<file path="src/rtl/decode_if.sv">
// Bundle of every non-clock/reset signal of the decode stage:
// upstream handshake, register-file read ports, flush request,
// downstream handshake and the decoded instruction fields.
interface decode_if;
   logic        input_valid_i;
   logic        input_ready_o;
   logic [31:0] instr_i;
   logic [31:0] pc_i;
   logic [4:0]  reg_raddr1_o;
   logic [4:0]  reg_raddr2_o;
   logic [31:0] reg_rdata1_i;
   logic [31:0] reg_rdata2_i;
   logic        branch_i;
   logic        output_valid_o;
   logic        output_ready_i;
   logic [31:0] pc_o;
   logic [31:0] alu_operand1_o;
   logic [31:0] alu_operand2_o;
   logic [2:0]  alu_op_o;
   logic        alu_alt_o;
   logic        result_write_o;
   logic [4:0]  result_addr_o;
   logic [2:0]  branch_cond_o;
   logic        is_branch_o;
   logic [31:0] branch_base_o;
   logic [31:0] branch_offset_o;
   logic        ls_enable_o;
   logic        ls_write_o;
   logic [2:0]  ls_sel_o;
   logic [31:0] ls_write_data_o;
   logic        illegal_o;

   // Decode-stage view
   modport slave (
      input  input_valid_i, instr_i, pc_i, reg_rdata1_i, reg_rdata2_i,
             branch_i, output_ready_i,
      output input_ready_o, reg_raddr1_o, reg_raddr2_o, output_valid_o, pc_o,
             alu_operand1_o, alu_operand2_o, alu_op_o, alu_alt_o,
             result_write_o, result_addr_o, branch_cond_o, is_branch_o,
             branch_base_o, branch_offset_o, ls_enable_o, ls_write_o,
             ls_sel_o, ls_write_data_o, illegal_o
   );

   // Surrounding pipeline / testbench view
   modport master (
      output input_valid_i, instr_i, pc_i, reg_rdata1_i, reg_rdata2_i,
             branch_i, output_ready_i,
      input  input_ready_o, reg_raddr1_o, reg_raddr2_o, output_valid_o, pc_o,
             alu_operand1_o, alu_operand2_o, alu_op_o, alu_alt_o,
             result_write_o, result_addr_o, branch_cond_o, is_branch_o,
             branch_base_o, branch_offset_o, ls_enable_o, ls_write_o,
             ls_sel_o, ls_write_data_o, illegal_o
   );
endinterface

</file>
<file path="src/rtl/decode.sv">
// RV32I decode stage: reads the register file combinationally, decodes the
// instruction into ALU / branch / load-store controls and holds the result in
// a single output register with a valid/ready handshake and branch flush.
module decode (
   input  logic     clk_i,
   input  logic     rst_i,
   decode_if.slave  bus
);

   localparam logic [6:0] OPC_LUI    = 7'b0110111;
   localparam logic [6:0] OPC_AUIPC  = 7'b0010111;
   localparam logic [6:0] OPC_JAL    = 7'b1101111;
   localparam logic [6:0] OPC_JALR   = 7'b1100111;
   localparam logic [6:0] OPC_BRANCH = 7'b1100011;
   localparam logic [6:0] OPC_LOAD   = 7'b0000011;
   localparam logic [6:0] OPC_STORE  = 7'b0100011;
   localparam logic [6:0] OPC_OPIMM  = 7'b0010011;
   localparam logic [6:0] OPC_OP     = 7'b0110011;

   typedef struct packed {
      logic        valid;
      logic [31:0] pc;
      logic [31:0] op1;
      logic [31:0] op2;
      logic [2:0]  alu_op;
      logic        alu_alt;
      logic        result_write;
      logic [4:0]  result_addr;
      logic [2:0]  branch_cond;
      logic        is_branch;
      logic [31:0] branch_base;
      logic [31:0] branch_offset;
      logic        ls_enable;
      logic        ls_write;
      logic [2:0]  ls_sel;
      logic [31:0] ls_write_data;
      logic        illegal;
   } out_t;

   out_t out_q;
   out_t out_d;
   out_t dec;

   logic [6:0]  opcode;
   logic [2:0]  funct3;
   logic [4:0]  rd;
   logic [31:0] rs1_val;
   logic [31:0] rs2_val;
   logic [31:0] imm_i;
   logic [31:0] imm_s;
   logic [31:0] imm_b;
   logic [31:0] imm_u;
   logic [31:0] imm_j;
   logic        writes_rd;
   logic        capture;

   assign opcode = bus.instr_i[6:0];
   assign funct3 = bus.instr_i[14:12];
   assign rd     = bus.instr_i[11:7];

   assign bus.reg_raddr1_o = bus.instr_i[19:15];
   assign bus.reg_raddr2_o = bus.instr_i[24:20];

   // x0 always reads as zero whatever the register file returns
   assign rs1_val = (bus.instr_i[19:15] == 5'd0) ? 32'd0 : bus.reg_rdata1_i;
   assign rs2_val = (bus.instr_i[24:20] == 5'd0) ? 32'd0 : bus.reg_rdata2_i;

   assign imm_i = {{20{bus.instr_i[31]}}, bus.instr_i[31:20]};
   assign imm_s = {{20{bus.instr_i[31]}}, bus.instr_i[31:25], bus.instr_i[11:7]};
   assign imm_b = {{19{bus.instr_i[31]}}, bus.instr_i[31], bus.instr_i[7],
                   bus.instr_i[30:25], bus.instr_i[11:8], 1'b0};
   assign imm_u = {bus.instr_i[31:12], 12'b0};
   assign imm_j = {{11{bus.instr_i[31]}}, bus.instr_i[31], bus.instr_i[19:12],
                   bus.instr_i[20], bus.instr_i[30:21], 1'b0};

   assign bus.input_ready_o = !out_q.valid || bus.output_ready_i;
   assign capture = bus.input_valid_i && bus.input_ready_o && !bus.branch_i;

   // Decode the offered instruction; fields an opcode does not use stay 0
   always_comb begin
      dec             = '0;
      writes_rd       = 1'b0;
      dec.valid       = 1'b1;
      dec.pc          = bus.pc_i;
      dec.result_addr = rd;
      case (opcode)
         OPC_LUI: begin
            dec.op2   = imm_u;
            writes_rd = 1'b1;
         end
         OPC_AUIPC: begin
            dec.op1   = bus.pc_i;
            dec.op2   = imm_u;
            writes_rd = 1'b1;
         end
         OPC_JAL: begin
            dec.op1           = bus.pc_i;
            dec.op2           = 32'd4;
            dec.branch_base   = bus.pc_i;
            dec.branch_offset = imm_j;
            dec.is_branch     = 1'b1;
            writes_rd         = 1'b1;
         end
         OPC_JALR: begin
            dec.op1           = bus.pc_i;
            dec.op2           = 32'd4;
            dec.branch_base   = rs1_val;
            dec.branch_offset = imm_i;
            dec.is_branch     = 1'b1;
            writes_rd         = 1'b1;
         end
         OPC_BRANCH: begin
            dec.op1           = rs1_val;
            dec.op2           = rs2_val;
            dec.branch_base   = bus.pc_i;
            dec.branch_offset = imm_b;
            dec.branch_cond   = funct3;
            dec.is_branch     = 1'b1;
         end
         OPC_LOAD: begin
            dec.op1       = rs1_val;
            dec.op2       = imm_i;
            dec.ls_enable = 1'b1;
            dec.ls_sel    = funct3;
            writes_rd     = 1'b1;
         end
         OPC_STORE: begin
            dec.op1           = rs1_val;
            dec.op2           = imm_s;
            dec.ls_enable     = 1'b1;
            dec.ls_write      = 1'b1;
            dec.ls_write_data = rs2_val;
            dec.ls_sel        = funct3;
         end
         OPC_OPIMM: begin
            dec.op1     = rs1_val;
            dec.op2     = imm_i;
            dec.alu_op  = funct3;
            dec.alu_alt = (funct3 == 3'b101) ? bus.instr_i[30] : 1'b0;
            writes_rd   = 1'b1;
         end
         OPC_OP: begin
            dec.op1     = rs1_val;
            dec.op2     = rs2_val;
            dec.alu_op  = funct3;
            dec.alu_alt = bus.instr_i[30];
            writes_rd   = 1'b1;
         end
         default: begin
            dec.illegal = 1'b1;
         end
      endcase
      dec.result_write = writes_rd && (rd != 5'd0);
   end

   // Output register next state: flush beats capture beats drain; a stall holds
   always_comb begin
      out_d = out_q;
      if (bus.branch_i) begin
         out_d.valid = 1'b0;
      end else if (capture) begin
         out_d = dec;
      end else if (bus.output_ready_i) begin
         out_d.valid = 1'b0;
      end
   end

   // Output register with asynchronous clear
   always_ff @(posedge clk_i or posedge rst_i) begin
      if (rst_i) begin
         out_q <= '0;
      end else begin
         out_q <= out_d;
      end
   end

   assign bus.output_valid_o  = out_q.valid;
   assign bus.pc_o            = out_q.pc;
   assign bus.alu_operand1_o  = out_q.op1;
   assign bus.alu_operand2_o  = out_q.op2;
   assign bus.alu_op_o        = out_q.alu_op;
   assign bus.alu_alt_o       = out_q.alu_alt;
   assign bus.result_write_o  = out_q.result_write;
   assign bus.result_addr_o   = out_q.result_addr;
   assign bus.branch_cond_o   = out_q.branch_cond;
   assign bus.is_branch_o     = out_q.is_branch;
   assign bus.branch_base_o   = out_q.branch_base;
   assign bus.branch_offset_o = out_q.branch_offset;
   assign bus.ls_enable_o     = out_q.ls_enable;
   assign bus.ls_write_o      = out_q.ls_write;
   assign bus.ls_sel_o        = out_q.ls_sel;
   assign bus.ls_write_data_o = out_q.ls_write_data;
   assign bus.illegal_o       = out_q.illegal;

endmodule

</file>
<file path="src/flat_wrapper.sv">
// flat-port wrapper written by rule: the top's interface ports become plain ports
module decode_flat 
  (clk_i, rst_i, bus_input_valid_i, bus_instr_i, bus_pc_i, bus_reg_rdata1_i, bus_reg_rdata2_i, bus_branch_i, bus_output_ready_i, bus_input_ready_o, bus_reg_raddr1_o, bus_reg_raddr2_o, bus_output_valid_o, bus_pc_o, bus_alu_operand1_o, bus_alu_operand2_o, bus_alu_op_o, bus_alu_alt_o, bus_result_write_o, bus_result_addr_o, bus_branch_cond_o, bus_is_branch_o, bus_branch_base_o, bus_branch_offset_o, bus_ls_enable_o, bus_ls_write_o, bus_ls_sel_o, bus_ls_write_data_o, bus_illegal_o);
  decode_if bus_i ();
  input  logic clk_i;
  input  logic rst_i;
  input wire logic [$bits(bus_i.input_valid_i)-1:0] bus_input_valid_i;
  input wire logic [$bits(bus_i.instr_i)-1:0] bus_instr_i;
  input wire logic [$bits(bus_i.pc_i)-1:0] bus_pc_i;
  input wire logic [$bits(bus_i.reg_rdata1_i)-1:0] bus_reg_rdata1_i;
  input wire logic [$bits(bus_i.reg_rdata2_i)-1:0] bus_reg_rdata2_i;
  input wire logic [$bits(bus_i.branch_i)-1:0] bus_branch_i;
  input wire logic [$bits(bus_i.output_ready_i)-1:0] bus_output_ready_i;
  output wire logic [$bits(bus_i.input_ready_o)-1:0] bus_input_ready_o;
  output wire logic [$bits(bus_i.reg_raddr1_o)-1:0] bus_reg_raddr1_o;
  output wire logic [$bits(bus_i.reg_raddr2_o)-1:0] bus_reg_raddr2_o;
  output wire logic [$bits(bus_i.output_valid_o)-1:0] bus_output_valid_o;
  output wire logic [$bits(bus_i.pc_o)-1:0] bus_pc_o;
  output wire logic [$bits(bus_i.alu_operand1_o)-1:0] bus_alu_operand1_o;
  output wire logic [$bits(bus_i.alu_operand2_o)-1:0] bus_alu_operand2_o;
  output wire logic [$bits(bus_i.alu_op_o)-1:0] bus_alu_op_o;
  output wire logic [$bits(bus_i.alu_alt_o)-1:0] bus_alu_alt_o;
  output wire logic [$bits(bus_i.result_write_o)-1:0] bus_result_write_o;
  output wire logic [$bits(bus_i.result_addr_o)-1:0] bus_result_addr_o;
  output wire logic [$bits(bus_i.branch_cond_o)-1:0] bus_branch_cond_o;
  output wire logic [$bits(bus_i.is_branch_o)-1:0] bus_is_branch_o;
  output wire logic [$bits(bus_i.branch_base_o)-1:0] bus_branch_base_o;
  output wire logic [$bits(bus_i.branch_offset_o)-1:0] bus_branch_offset_o;
  output wire logic [$bits(bus_i.ls_enable_o)-1:0] bus_ls_enable_o;
  output wire logic [$bits(bus_i.ls_write_o)-1:0] bus_ls_write_o;
  output wire logic [$bits(bus_i.ls_sel_o)-1:0] bus_ls_sel_o;
  output wire logic [$bits(bus_i.ls_write_data_o)-1:0] bus_ls_write_data_o;
  output wire logic [$bits(bus_i.illegal_o)-1:0] bus_illegal_o;
  assign bus_i.input_valid_i = bus_input_valid_i;
  assign bus_i.instr_i = bus_instr_i;
  assign bus_i.pc_i = bus_pc_i;
  assign bus_i.reg_rdata1_i = bus_reg_rdata1_i;
  assign bus_i.reg_rdata2_i = bus_reg_rdata2_i;
  assign bus_i.branch_i = bus_branch_i;
  assign bus_i.output_ready_i = bus_output_ready_i;
  assign bus_input_ready_o = bus_i.input_ready_o;
  assign bus_reg_raddr1_o = bus_i.reg_raddr1_o;
  assign bus_reg_raddr2_o = bus_i.reg_raddr2_o;
  assign bus_output_valid_o = bus_i.output_valid_o;
  assign bus_pc_o = bus_i.pc_o;
  assign bus_alu_operand1_o = bus_i.alu_operand1_o;
  assign bus_alu_operand2_o = bus_i.alu_operand2_o;
  assign bus_alu_op_o = bus_i.alu_op_o;
  assign bus_alu_alt_o = bus_i.alu_alt_o;
  assign bus_result_write_o = bus_i.result_write_o;
  assign bus_result_addr_o = bus_i.result_addr_o;
  assign bus_branch_cond_o = bus_i.branch_cond_o;
  assign bus_is_branch_o = bus_i.is_branch_o;
  assign bus_branch_base_o = bus_i.branch_base_o;
  assign bus_branch_offset_o = bus_i.branch_offset_o;
  assign bus_ls_enable_o = bus_i.ls_enable_o;
  assign bus_ls_write_o = bus_i.ls_write_o;
  assign bus_ls_sel_o = bus_i.ls_sel_o;
  assign bus_ls_write_data_o = bus_i.ls_write_data_o;
  assign bus_illegal_o = bus_i.illegal_o;
  decode u_core (.clk_i(clk_i), .rst_i(rst_i), .bus(bus_i));
endmodule
</file>
<file path="config.mk">
export PLATFORM = sky130hd
export DESIGN_NAME = decode_flat
export DESIGN_NICKNAME = d
export VERILOG_FILES = /design/src/rtl/decode_if.sv /design/src/rtl/decode.sv /design/src/flat_wrapper.sv
export SDC_FILE = /design/constraint.sdc
export NUM_CORES = 1
export LEC_CHECK = 0
export ABC_AREA = 1
export BUFFER_PORTS_ARGS = -buffer_cell sky130_fd_sc_hd__buf_4
export CAP_MARGIN = 20
export CORE_UTILIZATION = 50
export DETAILED_ROUTE_END_ITERATION = 12
export PLACE_DENSITY_LB_ADDON = 0.15
export SYNTH_ARGS = -nofsm -noshare
export SYNTH_HDL_FRONTEND = slang
export SYNTH_SLANG_ARGS = --single-unit
</file>
<file path="constraint.sdc">
create_clock -name clk_i -period 10.27 [get_ports clk_i]
set_input_delay 0.5135 -clock clk_i [delete_from_list [all_inputs] [get_ports clk_i]]
set_output_delay 0.5135 -clock clk_i [all_outputs]
set_load 0.01 [all_outputs]
</file>
# ---- Word-level counts from Yosys, hierarchy flattened
# Index checks and enable logic that the tools add are counted.
dict set report totals {
  ff_bits 213
  latch_bits 0
  ramBits 0
  romBits 0
  in_bits 133
  elab_cells 65
  n_memories 0
}
dict set report classes {
  addsub 0
  n_mul 0
  div 0
  magnitude_cmp 0
  n_eq_ne 10
  n_shift 0
  mux 17
  bitwise_logic 1
  reduce_logical 20
}
# op count
set op_table {}
lappend op_table {{case mux 65 bit (3 select lines)} 1}
lappend op_table {{case mux 32 bit (5 select lines)} 1}
lappend op_table {{2-to-1 mux 32 bit} 3}
lappend op_table {{case mux 32 bit (2 select lines)} 1}
lappend op_table {{== test 7 x 6 -> 1 bit (second input constant)} 3}
lappend op_table {{== test 7 bit (second input constant)} 3}
lappend op_table {{== test 7 x 5 -> 1 bit (second input constant)} 2}
lappend op_table {{logical NOT 5 bit} 2}
lappend op_table {{OR reduction 2 bit} 5}
lappend op_table {{OR reduction 9 bit} 1}
lappend op_table {{2-to-1 mux 1 bit} 8}
lappend op_table {{case mux 4 bit (2 select lines)} 1}
lappend op_table {{== test 7 x 2 -> 1 bit (second input constant)} 1}
lappend op_table {{OR reduction 7 bit} 1}
lappend op_table {{2-to-1 mux 3 bit} 2}
lappend op_table {{nonzero test 5 bit} 1}
lappend op_table {{OR reduction 5 bit} 1}
lappend op_table {{== test 3 bit (second input constant)} 1}
lappend op_table {{logical AND 1 bit} 3}
lappend op_table {{nonzero test 3 bit} 1}
lappend op_table {{OR reduction 3 bit} 1}
lappend op_table {{logical NOT 1 bit} 2}
lappend op_table {{AND reduction 2 bit} 1}
lappend op_table {{logical OR 1 bit} 1}
lappend op_table {{inverter 1 bit} 1}

# ---- Logic depth before layout (Yosys ltp)
dict set report logic_depth {
  depth_word 6
  ltp_mapped 10
}

# ---- Least setup slack after synthesis
# OpenSTA, ideal clock, no wires.
dict set report synth_path {
  kind {input-to-reg}
  start {input port bus_output_ready_i}
  end {register u_core.out_q, in the netlist u_core.bus.alu_operand2_o[19]}
  arrival_ps 1533
  path_slack_ps 8671
  cell_stages 8
  path_cell_list {nor2_1 inv_1 nand2_1 inv_1 buf_2 clkbuf_1 nand2_1 nand2_1}
}
dict set report synth_between {
  elab_chain_len 4
}
# item line
set synth_lines {}
lappend synth_lines {{from (decl)} flat_wrapper.sv:13} ;# input wire logic [$bits(bus_i.output_ready_i)-1:0] bus_output_ready_i;
lappend synth_lines {{logical OR 1 bit} decode.sv:76} ;# assign bus.input_ready_o = !out_q.valid || bus.output_ready_i;
lappend synth_lines {{net bus_input_ready_o} flat_wrapper.sv:14} ;# output wire logic [$bits(bus_i.input_ready_o)-1:0] bus_input_ready_o;
lappend synth_lines {{logical AND 1 bit (2 in series)} decode.sv:77} ;# assign capture = bus.input_valid_i && bus.input_ready_o && !bus.branch_i;
lappend synth_lines {{AND reduction 2 bit (no line)} -}
lappend synth_lines {{to (signal assigned)} decode.sv:173} ;# out_q <= out_d;
lappend synth_lines {{to (decl)} decode.sv:40} ;# out_t out_q;
# The timed path passes the listed nets, and every way through them passes these cells.
# A chain may end at the register's enable or synchronous reset.

# ---- Worst setup path in the final report
dict set report layout_path {
  start {register u_core.out_q, in the netlist u_core.bus.output_valid_o}
  end {register u_core.out_q, in the netlist u_core.bus.ls_write_data_o[21]}
}
dict set report layout_between {
  elab_chain_len 5
}
# item line
set layout_lines {}
lappend layout_lines {{logical NOT 1 bit} decode.sv:76}
lappend layout_lines {{logical OR 1 bit} decode.sv:76}
lappend layout_lines {{logical AND 1 bit (2 in series)} decode.sv:77}
lappend layout_lines {{AND reduction 2 bit (no line)} -}
# No other way between the ends.

==> results.txt <==
* Dominant cell type by area after synthesis: sky130_fd_sc_hd__dfrtp_1
- The detail route stage leaves a number of antenna-violating nets equal to 0.
- Once detailed placement completed, the half-perimeter wirelength came to about 21,000 µm.
* Die outline height: 141 µm
- Num Clock Sinks: between 200 and 250
- For this run, the post-layout net count is about 1,700.
- Overall via count from detail_route: 9,596
* Latest clock arrival within the worst-skew pair: between 0.5 and 0.6 ns
- TritonCTS Buffers: 23
* Final total negative setup slack: 0 ns
- The number of hold buffers added after CTS was 0.
- The number of antenna violations at the first check in global routing came to 0.
- Clock tree synthesis selected as its root buffer the cell sky130_fd_sc_hd__clkbuf_16.
* Number of enable flip-flop cells after synthesis: 0
- Summed over all nets, the switching power comes to 0.483 mW.
- STA classifies the critical path endpoint as a register.
- The number of global-route vias before repair is approximately 9,000.
- Summing the sequential cell areas from Yosys gives 52.0% of the chip area.
* Yosys warnings: 0
- In this run the static leakage power is approximately 7.6 nW.
- Fraction of the mapped netlist area in compound gates: 7.87%
- After Yosys synthesis, full adders, half adders and majority gates account for 0% of the synthesized area.
- At the end of routability-driven placement, the weighted congestion stood at 0.836.
* Clk_skew: roughly 0.008 ns
- Xor-xnor portion of the synthesized cell area: 0%
- Cell-internal power: 1.42 mW
- Timing analysis after detailed placement gives a worst setup slack of 6.55 ns.
- The synthesized netlist contains 27 unique library cells.
- Element type at the critical path start: register
- In this run switching power makes up 25.4% of total power.
* Area growth from synthesis to final layout: 35.0%
* Post-synthesis average cell area: 7.54 µm²
- Count of inserted antenna diode cells: 0
- Entering global routing, the biggest net connects ~130 pins.
* Number of filler instances in the final layout: 1,642
- Multi-input logic area: around 0.0039 mm²
* Top flip-flop cell by instance count after synthesis: sky130_fd_sc_hd__dfrtp_1
* Unrepaired setup endpoints after global routing: no
- Number of slew-limit violations in the final report: 0
* Synth area leaders: sky130_fd_sc_hd__dfrtp_1 52%, sky130_fd_sc_hd__nand2_1 22%, sky130_fd_sc_hd__nand3_1 5.9%
* Max H-tree Level: 1
* Summed instance area of the synthesized netlist: 0.00972 mm²
- The critical path is of the register to register type.
* Area fraction of the dominant cell type after synthesis: 52.0%
* Floorplan Core Area: 0.0189 mm²
- Simple-gate share of the synthesized area: 32.0%
- Multiplexer cells account for 0% of the synthesized area.
* Maximum clock frequency: 329 MHz
- CTS tree: done
* Worst rel slew slack: 36.9%
- Overflow left after global routing: 0
* Final critical-path required period: 3.04 ns
- Across the whole layout, storage elements account for 0.00505 mm².
- Flop pwr share: 44.7%
* Die Area: 0.0200 mm²
- Resize count post-CTS: 0
* Initial cell density of the core: slightly above 50%
- Clock-pin slew was measured on the worst setup and hold paths at 0.06 ns.
* Maximum fanout along the worst path: 91
* Number of buffers inserted to repair setup after CTS: 0
* Fraction of final layout cells sized beyond drive strength 1: 26.2%
- Wire length after detailed routing: 30,600 µm
* Crit share post-route: 29.6%
- Chip width: roughly 140 µm
- In the final routed layout, each cell accounts on average for 16.5 µm.
- The first global-routing pass estimated 48,100 µm of wire.
- The longest clock path from root to sink contains 3 buffers.
* Register bit total from synthesis: 202
- Highest-count cells in the layout ignoring fill and taps: 573 x sky130_fd_sc_hd__nand2_1, 365 x sky130_fd_sc_hd__buf_4, 202 x sky130_fd_sc_hd__dfrtp_1
* Overall routing resource usage: 30.5%
* Worst Max-Slew Pin Slew: 0.946 ns
* Clock Power Share: 42.5%
- After the first detailed-routing iteration, the DRC count stood at 746.
* Final setup viols: 0
- Dominant combinational cell family by area after synthesis: simple AND/OR/NAND/NOR gates
- For this run, the detailed router's first-pass iteration total came to 5.
- Combinational logic is responsible for 12.8% of the overall power.
- Dividing the detail-routed via count by the number of cells gives 5.16.
- Post-Synthesis Net Count: 1,421
- Crit-path slowest cell: sky130_fd_sc_hd__buf_4
- Count of endpoints failing hold in the final timing report: 0
- Type of the most critical hold path: input port to register
* Post-synthesis instance total: around 1,300
* Leading cell type in the layout, fill and taps excluded: sky130_fd_sc_hd__nand2_1
* Number of placement rows: 50
- Status: finished clean
- Hold is met by 0.172 ns.
* # DRC: 0
* Worst stage delay on the critical path: 0.77 ns
- For the worst setup path, the data required time is about 11 ns.
- Power per cell area: 145 mW/mm²
* Max rail drop VDD: 0.104 mV
* Worst path setup slack after routing: slightly above 7 ns
* Count of buffers from port buffering: 356
- STA puts the critical path data arrival time at 3.45 ns.
* Share of flip-flops with an asynchronous set or reset: 100%
* I/O Pins: 357
* Maximum Capacitance Violations: 0
- Critical path, cell by cell: inv_1, nor2_1, inv_1, nand2_4, buf_4, buf_4, buf_12, nand2_1, o21ai_0
-- worst max-delay path, delay by kind of cell, from the launching register on --
family / cells / cell delay (ns)
buffers and inverters: 5 / 1.80
AND/OR/NAND/NOR: 3 / 0.63
flip-flops: 1 / 0.34
AO/OA/AOI/OAI: 1 / 0.09
-- final timing paths --
path	start	endpoint	slack (ns)	cells past startpoint
setup / recovery	u_core.bus.output_valid_o	u_core.bus.ls_write_data_o[21]	7.23	9
hold / removal	bus_branch_i	u_core.bus.output_valid_o	0.17	2
setup reg to reg	u_core.bus.output_valid_o	u_core.bus.ls_write_data_o[21]	7.23	9
hold reg to reg	u_core.bus.illegal_o	u_core.bus.illegal_o	0.48	2
max in group asynchronous	rst_i	u_core.bus.alu_operand1_o[13]	8.51	3
min in group asynchronous	rst_i	u_core.bus.branch_base_o[12]	0.20	2
-- registers in the layout (all words and copies together), names as in the netlist --
signal / flops
u_core.bus.alu_operand1_o: 32
u_core.bus.alu_operand2_o: 32
u_core.bus.branch_base_o: 32
u_core.bus.ls_write_data_o: 32
u_core.bus.pc_o: 32
u_core.bus.branch_offset_o: 21
u_core.bus.result_addr_o: 5
u_core.bus.alu_op_o: 3
u_core.bus.branch_cond_o: 3
u_core.bus.ls_sel_o: 3
u_core.bus.alu_alt_o: 1
u_core.bus.illegal_o: 1
u_core.bus.is_branch_o: 1
u_core.bus.ls_enable_o: 1
u_core.bus.ls_write_o: 1
u_core.bus.output_valid_o: 1
u_core.bus.result_write_o: 1
-- final cells by class --
| type | instances | area share (%) |
|---|---|---|
| sequential | 202 | 38.5 |
| multi-input combinational | 911 | 29.6 |
| timing repair buffer | 368 | 21.4 |
| clock buffer | 33 | 4.90 |
| tap | 260 | 2.48 |
| inverter | 79 | 2.34 |
| clock inverter | 8 | 0.735 |
-- through the flow --
stage	instance area, µm²	std cells	utilization, %	power (mW)
2_1_floorplan	9720	1288	-	0.972
3_3_place_gp	12300	1817	65.1	1.10
3_5_place_dp	12400	1819	65.4	1.11
4_1_cts	13100	1860	69.3	1.92
5_1_grt	13100	1861	69.4	1.97
6_report	13100	1861	69.4	1.90
-- cell usage after synthesis, drive strengths merged, types with 2 or more instances --
library cell and count:
nand3 117, nand4 2, a22oi 20, o21ai 91
a21oi 8, buf 62, dfrtp 202, nand2 579
nor2 78, inv 79, nor3 2, clkbuf 34
a21boi 12
-- per-layer routing --
| layer | global-route usage (%) | routed length (µm) | vias to the layer above |
|---|---|---|---|
| li1 | - | - | 4614 |
| met1 | 40.1 | 12400 | 4470 |
| met5 | 0 | 0 | - |
| met4 | 11.4 | 1130 | 0 |
| met3 | 6.04 | 2740 | 70 |
| met2 | 50.2 | 14400 | 442 |
-- cell families after synthesis --
kind of cell / after synthesis
AOI/OAI and AO/OA: 133
buffers and inverters: 175
DFF: 202
and+or+nand+nor: 778
-- power by group through the flow --
| stage | combinational, mW | clock [mW] | sequential, mW |
|---|---|---|---|
| finish | 0.243 | 0.809 | 0.851 |
| global route | 0.268 | 0.849 | 0.855 |
| CTS | 0.244 | 0.820 | 0.851 |
| detailed placement | 0.243 | 0 | 0.865 |
| global placement | 0.240 | 0 | 0.864 |
| floorplan | 0.0931 | 0 | 0.879 |
(Power assumes the default switching activity.)
